### src/rtl/lsu_mem_ctrl.sv
// MEM-stage load/store unit sitting in front of a word-wide, 1-cycle-read data RAM.
// Handles RV32I byte/half/word accesses, sub-word stores by read-modify-write.
module lsu_mem_ctrl #(
  parameter int unsigned DEPTH_WORDS = 1024,
  parameter bit          DEBUG       = 1'b0
) (
  input  logic        clk,
  input  logic        rst,
  input  logic        req_valid,
  output logic        req_ready,
  input  logic        req_we,
  input  logic [2:0]  req_funct3,
  input  logic [31:0] req_addr,
  input  logic [31:0] req_wdata,
  output logic        resp_valid,
  output logic        resp_err,
  output logic [31:0] resp_rdata,
  output logic        mem_wen,
  output logic        mem_ren,
  output logic [31:0] mem_addr,
  output logic [31:0] mem_wdata,
  input  logic [31:0] mem_rdata
);

  typedef enum logic [1:0] {S_IDLE, S_LOAD_WAIT, S_RMW_MERGE, S_RESP} state_t;

  localparam logic [31:0] ADDR_LIMIT = 32'(DEPTH_WORDS * 4);

  state_t      state;
  logic [29:0] addr_q;
  logic [1:0]  off_q;
  logic [2:0]  f3_q;
  logic [15:0] wdata_q;

  logic illegal, misaligned, out_of_range, req_err, accept, is_sw;
  logic [31:0] load_data, merged;

  always_comb begin
    illegal      = (req_funct3 == 3'b011) || (req_funct3[2:1] == 2'b11)
                || (req_we && req_funct3[2]);
    case (req_funct3[1:0])
      2'b01:   misaligned = req_addr[0];
      2'b10:   misaligned = |req_addr[1:0];
      default: misaligned = 1'b0;
    endcase
    out_of_range = req_addr >= ADDR_LIMIT;
    req_err      = illegal || misaligned || out_of_range;
    is_sw        = req_we && (req_funct3[1:0] == 2'b10);
  end

  assign req_ready = (state == S_IDLE) && !rst;
  assign accept    = req_valid && req_ready;

  function automatic logic [31:0] merge_lane(input logic [31:0] old, input logic [15:0] wd,
                                             input logic is_half, input logic [1:0] off);
    logic [31:0] r;
    r = old;
    if (is_half) r[16*off[1] +: 16] = wd;
    else         r[8*off +: 8]      = wd[7:0];
    return r;
  endfunction

  // Lane select and extension of the registered RAM word for the pending load.
  always_comb begin
    logic [7:0]  b;
    logic [15:0] h;
    b = mem_rdata[8*off_q +: 8];
    h = mem_rdata[16*off_q[1] +: 16];
    case (f3_q)
      3'b000:  load_data = {{24{b[7]}}, b};
      3'b001:  load_data = {{16{h[15]}}, h};
      3'b100:  load_data = {24'd0, b};
      3'b101:  load_data = {16'd0, h};
      default: load_data = mem_rdata;
    endcase
  end

  assign merged = merge_lane(mem_rdata, wdata_q, f3_q[0], off_q);

  // NOTE: every output of this block gets a default first, so no path can infer a latch.
  always_comb begin
    mem_wen   = 1'b0;
    mem_ren   = 1'b0;
    mem_addr  = {addr_q, 2'b00};
    mem_wdata = merged;
    case (state)
      S_IDLE: begin
        mem_addr  = {req_addr[31:2], 2'b00};
        mem_wdata = req_wdata;
        if (accept && !req_err) begin
          mem_wen = is_sw;
          mem_ren = !is_sw;
        end
      end
      S_RMW_MERGE: mem_wen = !rst;
      default: ;
    endcase
  end

  // NOTE: sequential state uses non-blocking assignments only.
  always_ff @(posedge clk) begin
    if (rst) begin
      state      <= S_IDLE;
      resp_valid <= 1'b0;
      resp_err   <= 1'b0;
      resp_rdata <= '0;
    end else begin
      resp_valid <= 1'b0;
      resp_err   <= 1'b0;
      resp_rdata <= '0;
      case (state)
        S_IDLE: begin
          if (accept) begin
            if (req_err || is_sw) begin
              state      <= S_RESP;
              resp_valid <= 1'b1;
              resp_err   <= req_err;
            end else if (req_we) begin
              state <= S_RMW_MERGE;
            end else begin
              state <= S_LOAD_WAIT;
            end
          end
        end
        S_LOAD_WAIT: begin
          state      <= S_RESP;
          resp_valid <= 1'b1;
          resp_rdata <= load_data;
        end
        S_RMW_MERGE: begin
          state      <= S_RESP;
          resp_valid <= 1'b1;
        end
        default: state <= S_IDLE;
      endcase
    end
  end

  // NOTE: request latches are pure datapath, only read in states entered after a fresh accept,
  // so they carry no reset.
  always_ff @(posedge clk) begin
    if (accept) begin
      addr_q  <= req_addr[31:2];
      off_q   <= req_addr[1:0];
      f3_q    <= req_funct3;
      wdata_q <= req_wdata[15:0];
    end
  end

  // Optional runtime self-checks enabled for debug builds.
  if (DEBUG) begin : g_debug
    a_addr_aligned: assert property (@(posedge clk) disable iff (rst)
      (mem_wen || mem_ren) |-> (mem_addr[1:0] == 2'b00));
    a_err_no_data: assert property (@(posedge clk)
      (resp_valid && resp_err) |-> (resp_rdata == '0));
  end

endmodule

### config.mk
export PLATFORM = sky130hd
export DESIGN_NAME = lsu_mem_ctrl
export DESIGN_NICKNAME = d
export VERILOG_FILES = /design/src/rtl/lsu_mem_ctrl.sv
export SDC_FILE = /design/constraint.sdc
export NUM_CORES = 1
export LEC_CHECK = 0
export CAP_MARGIN = 0
export CELL_PAD_IN_SITES_DETAIL_PLACEMENT = 2
export CELL_PAD_IN_SITES_GLOBAL_PLACEMENT = 2
export CORE_UTILIZATION = 24
export CTS_BUF_LIST = sky130_fd_sc_hd__clkbuf_8
export DETAILED_ROUTE_END_ITERATION = 12
export PLACE_DENSITY = 0.86
export REMOVE_ABC_BUFFERS = 1
export SLEW_MARGIN = 20
export SYNTH_ARGS = -nofsm -noshare
export SYNTH_HDL_FRONTEND = slang
export SYNTH_SLANG_ARGS = --single-unit
export TNS_END_PERCENT = 1
### constraint.sdc
create_clock -name clk -period 3 [get_ports clk]
set_input_delay 0.45 -clock clk [delete_from_list [all_inputs] [get_ports clk]]
set_output_delay 0.45 -clock clk [all_outputs]
set_load 0.02 [all_outputs]
==> results of run 1 <==
-- repair_timing --
| item | 4_1_cts | 5_1_grt |
|---|---|---|
| hold endpoints to repair | 0 | 0 |
| setup buffers | 0 | 1 |
| pin swaps | 1 | 1 |
| gates resized for setup | 39 | 53 |
| endpoints found under the setup margin | 34 | 33 |
-- final timing paths --
check	from	end	slack, ns	depth (start not counted)
setup / recovery	off_q[1]	mem_wdata[28]	-0.12	8
hold / removal	req_addr[5]	addr_q[3]	0.64	1
setup reg to reg	state[0]	wdata_q[4]	0.87	6
hold reg to reg	f3_q[2]	resp_rdata[23]	0.68	3
-- per-layer routing --
metal / track usage (%) / up-vias / part of all wire, %
li1: - / 2239 / -
met1: 22.06 / 2433 / 40
met2: 36.71 / 193 / 53
met3: 4.232 / 22 / 5.6
met4: 6.842 / 0 / 2.0
met5: 0 / - / 0
-- sequential cells by signal (all words and copies together) (netlist names) --
name,count
resp_err,1
wdata_q,16
off_q,2
resp_rdata,32
state,2
addr_q,30
resp_valid,1
f3_q,3
-- critical path, delay by kind of cell (launching register included) --
kind,cells,cell delay [ns]
adder cells (fa/ha/maj),1,0.20
AO/OA/AOI/OAI,2,0.29
flip-flops,1,0.42
buffers and inverters,4,1.06
AND/OR/NAND/NOR,1,0.33
-- power by group through the flow --
stage	sequential, mW	clock [mW]	combinational [mW]
2_1_floorplan	1.63	0	1.64
3_3_place_gp	1.52	0	3.19
3_5_place_dp	1.53	0	3.29
4_1_cts	1.51	0.899	3.20
5_1_grt	1.52	0.949	3.32
6_report	1.51	0.863	3.11
-- stage by stage --
step	area [um2]	total power, mW	setup slack [ns]	TNS (ns)
2_1_floorplan	4757	3.274	-1.758	-92.59
3_3_place_gp	7438	4.711	-0.1601	-0.1995
3_5_place_dp	7438	4.819	-0.2265	-0.5405
4_1_cts	7640	5.609	-0.2661	-2.026
5_1_grt	7604	5.791	-0.3069	-0.3069
6_report	7604	5.478	-0.1218	-0.1218
-- cell usage after synthesis, types with 8 or more instances --
cell      number  area share [%]
clkbuf_1      20             1.5
nor2_1        20             1.5
a221o_1       23             4.7
buf_2         13             1.3
mux2_2        32             7.3
dfxtp_1       36              15
ha_1          12             3.0
a221oi_1       8             1.4
a21oi_1       46             4.7
a22oi_1        9             1.4
nand2_1       60             4.6
inv_1         17             1.3
o21ai_0       16             1.6
mux2i_1       25             5.1
a22o_1        23             4.1
edfxtp_1      51              31
-- final cells by class --
class | count | area share [%]
Clock buffer | 9 | 1.629
Clock inverter | 7 | 0.9380
Inverter | 19 | 0.9380
Multi-Input combinational cell | 333 | 32.60
Sequential cell | 87 | 29.62
Tap cell | 270 | 4.443
Timing Repair Buffer | 242 | 29.83
-- kinds of logic after synthesis --
logic type                 count (synthesis)  synth area share [%]
other                                      1               0.07599
DFF                                       87                 45.64
and+or+nand+nor                          105                 9.889
buffers and inverters                     59                 5.121
adders and majority gates                 12                 3.043
AOI/OAI and AO/OA                        156                 23.40
muxes                                     58                 12.83
==> metrics.yaml, run 1 <==
status: "complete, but fails checks"
violations: "setup timing"
drive_above_1_share_pct: 19.08
p_int_mw: 3.142
setup_violations: 1
slew_violations: 0
fmax_mhz: 320.3
drtPass1Iterations: 4
cpMostUsedCell: "buf_4"
die_x_um: 145.4
syn_to_final_growth_pct: 54.08
antenna_cells: 0
grt_overflow_total: 0
cp.arrival_ns: 2.67
clk_root_buffer_cell: "clkbuf_8"
hp-class: "in -> reg"
period_share_pct: 104.1
port_buffers: 201
power.leakage_nw: 2.978
critPathCaptureType: "primary output"
p_comb_share_pct: 56.8
pwr-share-seq_pct: 27.5
yosysSeqAreaShare_pct: 45.64
cts_buffers: 9
seq_area_mm2: 0.002252
yosys_warnings: 0
crit_type: "reg -> out"
cp-start-kind: "flop"
route.detailed.drc: 0
rsz0062_at_grt: "true"
grt_pass1_wl_um: 32290
grt_util_all_layers_pct: 19.72
clk_pin_slew_worst_paths_ns: 0.11
grt_max_degree: 98
nNetsFinal: 807
switching_share_pct: 42.65
p_switching_mw: 2.336
stdcell_count: 967
final_util_pct: 37.70
antenna_found_initial: 0
fp-row-count: 52
crit_fanout: 6
via_per_inst: 5.054
coreArea_mm2: 0.02017
fp.dieH_um: 145.4
multiInputGateArea_mm2: 0.002479
clk-insertion-delay-late_ns: 0.38
ant_nets: 0
synthArstFlopShare_pct: 0
power_density_mw_per_mm2: 720.5
maxCapViolCount: 0
period_needed_ns: 3.122
cts.path.max_buffers: 2
start_util_pct: 24.47
netlist_instances: 478
slowest_delay_ns: 0.59
mostFrequentLayoutCells: "168 x clkdlybuf4s50_1, 60 x nand2_1, 51 x edfxtp_1"
clock_sinks: 87
cts_hold_buf: 0
synth.distinct_cells: 47
cts_htree_levels: 3
placedCellCount: 950
dp_hpwl_um: 15360
io_pins: 204
dieArea_mm2: 0.02114
power_frac_clock_pct: 15.8
slew-limit-headroom_pct: 46.36
routedWlPerCell_um: 21.44
cts_tree: "yes"
synth_area_per_cell_um2: 10.32
gp_congestion: 0.8287
holdWs_ns: 0.6438
synth_ff_type: "edfxtp_1"
fin_worst_skew_ns: 0.01316
fillers: 2161
setup_ws_ns: -0.1218
mostFrequentLayoutCell: "clkdlybuf4s50_1"
hold_viol: 0
drt_first_iter_violations: 132
routed_wl_um: 20740
ys_ff_latch: 87
grt_pass1_vias: 5557
num_vias: 4887
worst_ep_required_time_ns: 2.55
tightestPinTransition_ns: 0.8030
slowest_stage: "clkdlybuf4s50_1"
synth.cell_area_mm2: 0.004935
path_cells: "inv_1 > buf_4 > ha_2 > nor4_4 > buf_4 > a221o_1 > a22o_1 > clkdlybuf4s50_1"
ir_drop_v: 0.0004839
synth_edf_count: 51
Note: power is estimated with default switching activity, not from simulation.
==> run 2: changes to the inputs <==
--- a/config.mk
+++ b/config.mk
@@ -5,7 +5,7 @@
 export SDC_FILE = /design/constraint.sdc
 export NUM_CORES = 1
 export LEC_CHECK = 0
-export CAP_MARGIN = 0
+export CAP_MARGIN = 10
 export CELL_PAD_IN_SITES_DETAIL_PLACEMENT = 2
 export CELL_PAD_IN_SITES_GLOBAL_PLACEMENT = 2
 export CORE_UTILIZATION = 24
==> results of run 2 <==
Final layout, timing and power as in run 1 (identical DEF).
==> run 3: changes to the inputs <==
--- a/config.mk
+++ b/config.mk
@@ -8,6 +8,7 @@
 export CAP_MARGIN = 10
 export CELL_PAD_IN_SITES_DETAIL_PLACEMENT = 2
 export CELL_PAD_IN_SITES_GLOBAL_PLACEMENT = 2
+export CORE_MARGIN = 1
 export CORE_UTILIZATION = 24
 export CTS_BUF_LIST = sky130_fd_sc_hd__clkbuf_8
 export DETAILED_ROUTE_END_ITERATION = 12
==> results of run 3 <==
Final layout, timing and power as in run 1 (identical DEF).
